## config.mk

```make
export PLATFORM = sky130hd
export DESIGN_NAME = countdown_min_sec
export DESIGN_NICKNAME = d
export VERILOG_FILES = /design/src/rtl/clock_pkg.sv /design/src/rtl/wrap_counter.sv /design/src/rtl/countdown_min_sec.sv
export SDC_FILE = /design/constraint.sdc
export NUM_CORES = 1
export LEC_CHECK = 0
export CAP_MARGIN = 20
export CORE_MARGIN = 2
export CORE_UTILIZATION = 53
export CTS_BUF_LIST = sky130_fd_sc_hd__clkbuf_2 sky130_fd_sc_hd__clkbuf_4 sky130_fd_sc_hd__clkbuf_8
export CTS_CLUSTER_DIAMETER = 30
export CTS_CLUSTER_SIZE = 24
export DETAILED_ROUTE_END_ITERATION = 10
export HOLD_SLACK_MARGIN = 0.1
export PLACE_DENSITY_LB_ADDON = 0.08
export SYNTH_ARGS = -nofsm -noshare
export SYNTH_HDL_FRONTEND = slang
export SYNTH_SLANG_ARGS = --single-unit
```

## constraint.sdc

```tcl
create_clock -name clock -period 2.52 [get_ports clock]
set_input_delay 0.252 -clock clock [delete_from_list [all_inputs] [get_ports clock]]
set_output_delay 0.252 -clock clock [all_outputs]
set_load 0.01 [all_outputs]
```

## src/rtl/clock_pkg.sv

```systemverilog
// Shared types and widths for the mm:ss clock/timer blocks.
`default_nettype none

package clock_pkg;

  typedef enum logic [2:0] {
    S_IDLE  = 3'd0,
    S_SET   = 3'd1,
    S_RUN   = 3'd2,
    S_PAUSE = 3'd3,
    S_DONE  = 3'd4
  } state_t;

  localparam int SEC_MAX = 59;
  localparam int CNT_W   = 6;

  // Width of a counter that runs 0..ticks-1.
  function automatic int tick_cnt_w(input int ticks);
    return (ticks < 2) ? 1 : $clog2(ticks);
  endfunction

endpackage

`default_nettype wire

```

## src/rtl/wrap_counter.sv

```systemverilog
// Modulo-(N+1) up/down counter with saturating parallel load and underflow flag.
`default_nettype none

module wrap_counter
  import clock_pkg::*;
#(
  parameter int N = 59
) (
  input  logic             clock,
  input  logic             reset_n,
  input  logic             inc,
  input  logic             dec,
  input  logic             load,
  input  logic [CNT_W-1:0] load_val,
  output logic [CNT_W-1:0] value,
  output logic             underflow
);

  localparam logic [CNT_W-1:0] TOP = CNT_W'(N);

  always_ff @(posedge clock or negedge reset_n) begin
    if (!reset_n) begin
      value <= '0;
    end else if (load) begin
      value <= (load_val > TOP) ? TOP : load_val;
    end else if (dec) begin
      value <= (value == '0) ? TOP : value - CNT_W'(1);
    end else if (inc) begin
      value <= (value == TOP) ? '0 : value + CNT_W'(1);
    end
  end

  assign underflow = dec && !load && (value == '0);

endmodule

`default_nettype wire

```

## src/rtl/countdown_min_sec.sv

```systemverilog
// Down-counting mm:ss timer with SET/RUN/PAUSE/DONE control and timed alarm.
// Optional build macro AUTO_RELOAD_EN: reload last preset and restart when leaving DONE.
`default_nettype none

module countdown_min_sec
  import clock_pkg::*;
#(
  parameter int MAX_MIN     = 59,
  parameter int ALARM_TICKS = 10
) (
  input  logic             clock,
  input  logic             reset_n,
  input  logic             tick,
  input  logic             load,
  input  logic             setting_min,
  input  logic             setting_sec,
  input  logic             load_data,
  input  logic [CNT_W-1:0] data_min,
  input  logic [CNT_W-1:0] data_sec,
  input  logic             start,
  output logic [CNT_W-1:0] count_min,
  output logic [CNT_W-1:0] count_sec,
  output logic             borrow_min,
  output logic             running,
  output logic             done
);

  localparam int              AW         = tick_cnt_w(ALARM_TICKS);
  localparam logic [AW-1:0]   ALARM_LAST = AW'(ALARM_TICKS - 1);

  state_t           state, state_nx;
  logic [AW-1:0]    alarm_cnt, alarm_nx;
  logic             cnt_load, inc_sec, inc_min, run_dec;
  logic             sec_uf, min_uf, min_dec, borrow_nx, nonzero;
  logic [CNT_W-1:0] load_min_val, load_sec_val;

  assign nonzero = (count_min != '0) || (count_sec != '0);
  assign min_dec = sec_uf;
  // A seconds wrap is only a borrow when minutes actually absorbed it.
  assign borrow_nx = sec_uf && !min_uf;

`ifdef AUTO_RELOAD_EN
  logic [CNT_W-1:0] preset_min, preset_sec;
  logic             preset_nonzero;

  always_ff @(posedge clock or negedge reset_n) begin
    if (!reset_n) begin
      preset_min <= '0;
      preset_sec <= '0;
    end else if (state == S_SET && !load) begin
      preset_min <= count_min;
      preset_sec <= count_sec;
    end
  end

  assign preset_nonzero = (preset_min != '0) || (preset_sec != '0);
  assign load_min_val   = (state == S_DONE) ? preset_min : data_min;
  assign load_sec_val   = (state == S_DONE) ? preset_sec : data_sec;
`else
  assign load_min_val = data_min;
  assign load_sec_val = data_sec;
`endif

  wrap_counter #(.N(SEC_MAX)) u_sec (
    .clock     (clock),
    .reset_n   (reset_n),
    .inc       (inc_sec),
    .dec       (run_dec),
    .load      (cnt_load),
    .load_val  (load_sec_val),
    .value     (count_sec),
    .underflow (sec_uf)
  );

  wrap_counter #(.N(MAX_MIN)) u_min (
    .clock     (clock),
    .reset_n   (reset_n),
    .inc       (inc_min),
    .dec       (min_dec),
    .load      (cnt_load),
    .load_val  (load_min_val),
    .value     (count_min),
    .underflow (min_uf)
  );

  always_ff @(posedge clock or negedge reset_n) begin
    if (!reset_n) begin
      state      <= S_IDLE;
      alarm_cnt  <= '0;
      borrow_min <= 1'b0;
      running    <= 1'b0;
      done       <= 1'b0;
    end else begin
      state      <= state_nx;
      alarm_cnt  <= alarm_nx;
      borrow_min <= borrow_nx;
      running    <= (state_nx == S_RUN);
      done       <= (state_nx == S_DONE);
    end
  end

  always_comb begin
    state_nx = state;
    alarm_nx = '0;
    cnt_load = 1'b0;
    inc_sec  = 1'b0;
    inc_min  = 1'b0;
    run_dec  = 1'b0;
    case (state)
      S_IDLE: begin
        if (load)                  state_nx = S_SET;
        else if (start && nonzero) state_nx = S_RUN;
      end
      S_SET: begin
        // Edits only apply while load is still held, so the exit cycle is clean.
        if (!load) begin
          state_nx = S_IDLE;
        end else if (load_data) begin
          cnt_load = 1'b1;
        end else begin
          inc_sec = setting_sec;
          inc_min = setting_min;
        end
      end
      S_RUN: begin
        if (start) begin
          state_nx = S_PAUSE;
        end else if (tick && nonzero) begin
          run_dec = 1'b1;
          if (count_min == '0 && count_sec == CNT_W'(1)) state_nx = S_DONE;
        end
      end
      S_PAUSE: begin
        if (start)     state_nx = S_RUN;
        else if (load) state_nx = S_SET;
      end
      S_DONE: begin
        alarm_nx = alarm_cnt;
        if (start || (tick && alarm_cnt == ALARM_LAST)) begin
          alarm_nx = '0;
`ifdef AUTO_RELOAD_EN
          cnt_load = 1'b1;
          state_nx = preset_nonzero ? S_RUN : S_IDLE;
`else
          state_nx = S_IDLE;
`endif
        end else if (tick) begin
          alarm_nx = alarm_cnt + AW'(1);
        end
      end
      default: state_nx = S_IDLE;
    endcase
  end

endmodule

`default_nettype wire

```

## After elaboration in Yosys (flattened, before gate mapping)

Index checks and enable logic that the tools add are counted.

| operators by class | value |
|---|---|
| add/sub/neg operators | 5 |
| magnitude comparators | 2 |
| eq/ne operators | 11 |
| muxes and demuxes | 37 |
| reductions and logical operators | 20 |

Operators with widths:

| kind | count |
|---|---|
| 2-to-1 mux 6 bit | 12 |
| 2-to-1 mux 3 bit | 9 |
| case mux 3 bit (5 select lines) | 1 |
| adder 6 x 1 -> 6 bit (second input constant) | 2 |
| equality test 6 bit (second input constant) | 2 |
| > comparator 6 bit (second input constant) | 2 |
| logical NOT 6 bit | 2 |
| 2-to-1 mux 1 bit | 12 |
| 2-to-1 mux 4 bit | 3 |
| nonzero test 6 bit | 2 |
| subtractor 6 x 1 -> 6 bit (second input constant) | 2 |
| equality test 3 x 2 -> 1 bit (second input constant) | 3 |
| logical AND 1 bit | 9 |
| equality test 3 bit (second input constant) | 2 |
| equality test 6 x 1 -> 1 bit (second input constant) | 1 |
| nonzero test 3 bit | 2 |
| adder 4 x 1 -> 4 bit (second input constant) | 1 |
| equality test 4 bit (second input constant) | 1 |
| equality test 3 x 1 -> 1 bit (second input constant) | 1 |
| logical NOT 3 bit | 1 |
| != test 3 bit (second input constant) | 1 |
| logical NOT 1 bit | 2 |
| logical OR 1 bit | 2 |

| word-level totals | value |
|---|---|
| register bits | 22 |
| input bits | 20 |
| logic and storage cells | 82 |

## Longest topological paths before layout

| depth | value |
|---|---|
| word-level depth | 12 |
| gate-level depth with buffers | 8 |
| mapped depth without buffers | 8 |

## By module

A second synthesis with hierarchy kept.

| unflattened totals | value |
|---|---|
| cell total of the unflattened synthesis | 207 |
| area, all modules | 1785.5 µm² |

By module, submodules not included:

| module | times used | cells each | area an instance (µm²) |
|---|---|---|---|
| wrap_counter | 2 | 76 | 613.1 |
| countdown_min_sec | 1 | 55 | 559.3 |

## Least setup slack after synthesis

No wires, ideal clock.

| timing path | value |
|---|---|
| path type | register to register |
| start | register u_min.value[0] |
| end | register u_sec.value[5] |
| library setup time | 0.139 ns |
| data arrival time | 1.891 ns |
| data required time | 2.381 ns |
| path slack | 0.491 ns |
| cell stages (with the launch flop) | 9 |
| period minus slack after synthesis | 2.029 ns |
| cells stage by stage | dfrtp_1 inv_1 ha_1 or4b_4 nor4_4 or2_1 buf_6 mux2i_1 o221ai_1 |

| on the way | value |
|---|---|
| cells in the longest elaborated chain, start to end | 8 |
| elaborated cells on any way between the ends | 9 |
| classes of those cells | 5 x mux; 4 x reduce/logical |

Ends and longest elaborated chain:

| item | line | source |
|---|---|---|
| from (decl) | wrap_counter.sv:15 | `output logic [CNT_W-1:0] value,` |
| from (signal assigned) | wrap_counter.sv:25 | `value <= (load_val > TOP) ? TOP : load_val;` |
| from (signal assigned) | wrap_counter.sv:27 | `value <= (value == '0) ? TOP : value - CNT_W'(1);` |
| from (signal assigned) | wrap_counter.sv:29 | `value <= (value == TOP) ? '0 : value + CNT_W'(1);` |
| nonzero test 6 bit * | countdown_min_sec.sv:37 | `assign nonzero = (count_min != '0) \|\| (count_sec != '0);` |
| logical OR 1 bit * | countdown_min_sec.sv:37 |  |
| logical AND 1 bit * | countdown_min_sec.sv:128 | `end else if (tick && nonzero) begin` |
| 2-to-1 mux 1 bit * | countdown_min_sec.sv:128 |  |
| 2-to-1 mux 1 bit * | countdown_min_sec.sv:126 | `if (start) begin` |
| 2-to-1 mux 1 bit * | countdown_min_sec.sv:109 | `case (state)` |
| 2-to-1 mux 6 bit | wrap_counter.sv:26 | `end else if (dec) begin` |
| 2-to-1 mux 6 bit | wrap_counter.sv:24 | `end else if (load) begin` |
| to (signal assigned) | wrap_counter.sv:25 |  |
| to (signal assigned) | wrap_counter.sv:27 |  |
| to (signal assigned) | wrap_counter.sv:29 |  |
| to (decl) | wrap_counter.sv:15 |  |

Every way passes the cells marked *; elsewhere a longest branch is shown, timed or not.
A chain may end at the register's enable or synchronous reset.

## Worst setup path in the final report

| timing path | value |
|---|---|
| start | register u_min.value[0] |
| end | register u_sec.value[4] |

The elaborated chain is that of the path after synthesis.

==> run summary <==
status - finished, final reports clean
vias in the first global route - 1593
Max Clock Freq - 446 MHz
diodes inserted - 0
most common cell in the synthesized netlist - dfrtp_1
R2R Setup Slk - 0.28 ns
worst r2r src - u_min.value[0]
CP max FO - 7
CTS tree - yes
area share of fa/ha/maj cells after synthesis - 0.0577
final WL - 4290 um
antenna violations before repair - 0
Layout Skew - 0.00333 ns
Worst setup SP type - flip-flop
FFs w/ async S/R, synth - 1.00
CTS Root Cell - clkbuf_4
final hold vios - 0
Setup crit end kind - flip-flop
clock share of power - 0.083
Via density - 6.08
power share of the combinational group - 0.573
Core ar. - 0.00308 mm2
die height - 61.2 um
number of hold buffers added after cts - 0
die width - 61.2 um
Worst-Skew Late Latency - 0.32 ns
final period utilization - 0.890
initial detailed-routing violation count - 75
Tot GR Track Use - 0.258
post-route ant nets - 0
sequential share of power - 0.344
dpl ws - 0.264 ns
post-route setup TNS - 0 ns
Tightest Pin Transition - 0.566 ns
CTS Buf Count - 3
synth warn - 0
Area growth, synth to finish - 22.2%
cell count after synthesis - 203
maximum VDD drop - 0.483 mV
Avg Cell Area, Syn - 8.55 um2
post-synthesis mux area share - 0.0173
CP Data Arrival Time - 2.43 ns
H-tree Lvls - 1
Worst Reg-to-Reg Cells - 7
Post-Synth Simple-Gate Area - 0.261
crit-path cells - inv_1 -> ha_1 -> or4b_4 -> nor4_4 -> or2_1 -> mux2i_1 -> o221ai_1
Hold Crit Class - in2async
DRT Pass-1 Iters - 5
Pwr Total - 0.00202 W
DR WL/cell - 15.4 um
CTS clk-pin slew, worst paths - 0.12 ns
Post-Synth XOR/XNOR Area - 0.0404
LEAKAGE - 0.804 nW
critical path type - reg2reg
reg2reg end - u_sec.value[4]
Worst path slowest cell - or4b_4
Fillers - 268
crit-path max cell delay - 0.53 ns
first-pass GRT wire length - 7270 um
main combinational cell family by area after synthesis - simple AND/OR/NAND/NOR gates
Design Area, Final - 0.00212 mm2
Post-CTS Resized - 0
RSZ-0062 raised after global routing - false
DIE AREA - 0.00375 mm2
Tmin final - 2.24 ns
required time worst endpoint - 2.71 ns
top area cells in the synthesized netlist - dfrtp_1 (32%), ha_1 (5.8%), nand2_1 (4.5%)
vias post-DR - 1697
Yosys top cell area share - 0.317
cell area power density - 954 mW/mm2
sw power - 0.000930 W
Final HPWL DP - 3220 um
max-slew violation count - 0
EDFF count, synth - 0
worst rel slew slack - 0.619
proportion of layout cells with a drive suffix above 1 - 0.0766
Starting Density - 0.564
switch share - 0.459
final setup fails - 0
Overflow after GRT - 0
synthesized area - 0.00174 mm2
post-synthesis sequential area ratio - 0.317
largest net degree at the start of global routing - 23
Internal - 0.00109 W
synth unique cells - 51
Yosys top cell by area - dfrtp_1
Port-buffer cells - 34
Mapped Nets - 231
top_reg_cell synth - dfrtp_1
Synth top cells by count - dfrtp_1 (22), nand2_1 (21), nand3_1 (14)
GP Congestion - 0.863
clk sinks - 22
compound-cell area share of the yosys netlist - 0.241
setup bufs post-CTS - 0
# DRC - 0
Clock Path Buffers - 2
Placed Area - 0.00210 mm2
IO Pins - 35
utilization after layout - 0.689
final setup margin - 0.276 ns
maxcap violations - 0
synthesized flop and latch total - 22
std cell rows - 20
fin nets - 265
[critical path: cells and delay by family, from the launching register on]
kind | cells | cell delay [ns]
simple gates | 3 | 1.01
buf+inv | 1 | 0.09
flops | 1 | 0.47
mux | 1 | 0.22
fa+ha+maj | 1 | 0.18
compound gates | 1 | 0.13
[worst max path at each step]
stage | to | startpoint | slack, ns | cells past startpoint
2_1_floorplan | u_sec.value[5] | u_min.value[0] | 0.49 | 8
3_3_place_gp | u_min.value[5] | load | 0.32 | 6
3_5_place_dp | u_min.value[5] | load | 0.26 | 6
4_1_cts | u_sec.value[5] | u_min.value[0] | 0.29 | 7
5_1_grt | u_sec.value[4] | u_min.value[0] | 0.15 | 7
6_report | u_sec.value[4] | u_min.value[0] | 0.28 | 7
[power by group through the flow]
stage	registers [W]	logic [W]	clock network, W
6_report	0.000696	0.00116	0.000169
5_1_grt	0.000721	0.00129	0.000182
4_1_cts	0.000688	0.00115	0.000174
3_5_place_dp	0.000698	0.00114	0
3_3_place_gp	0.000685	0.00112	0
2_1_floorplan	0.000639	0.000819	0
[cells in the final DEF (no fill, tap or decap), drive strengths merged, types with 4 or more instances in the layout]
cell type / Yosys / routed
xnor2: 4 / 4
o21ai: 14 / 14
clkdlybuf4s50: 0 / 34
dfrtp: 22 / 22
nor2: 12 / 12
nand2: 21 / 21
o22ai: 6 / 6
inv: 13 / 13
a21oi: 11 / 11
xor2: 4 / 4
nor4: 4 / 4
ha: 8 / 8
nor3: 5 / 5
nand3: 14 / 14
buf: 6 / 4
nor3b: 4 / 4
or3: 4 / 4
o211ai: 8 / 8
[layout make-up]
cell class              count  area (um2)  area share
clock buffers               3        22.5      0.0106
repair buffers             38         370       0.175
well taps                  44        55.1      0.0260
multi-input cells         159        1070       0.505
inverters                  13        51.3      0.0242
flip-flops and latches     22         551       0.260
[kinds of logic after synthesis]
group,Yosys count
adder cells (fa/ha/maj),8
AND/OR/NAND/NOR,78
AO/OA/AOI/OAI,62
flip-flops,22
buffers and inverters,22
multiplexers,3
XOR/XNOR,8
[per-layer routing]
metal / vias up / GRT usage / routed length, um
li1: 825 / - / -
met1: 794 / 0.365 / 1920
met2: 73 / 0.406 / 2020
met3: 5 / 0.0378 / 313
met4: 0 / 0.0870 / 44
met5: - / 0 / 0
[registers in the layout, indices dropped and copies added, names as in the netlist]
signal,flops
u_min.value,6
u_sec.value,6
alarm_cnt,4
state,3
borrow_min,1
done,1
running,1
[per-stage QoR]
step	hold WS, ns	std cells
3_3_place_gp	0.509	276
3_5_place_dp	0.514	276
4_1_cts	0.271	279
2_1_floorplan	-0.0436	203
6_report	0.259	279
5_1_grt	0.298	279
Note: power is estimated with default switching activity, not from simulation.
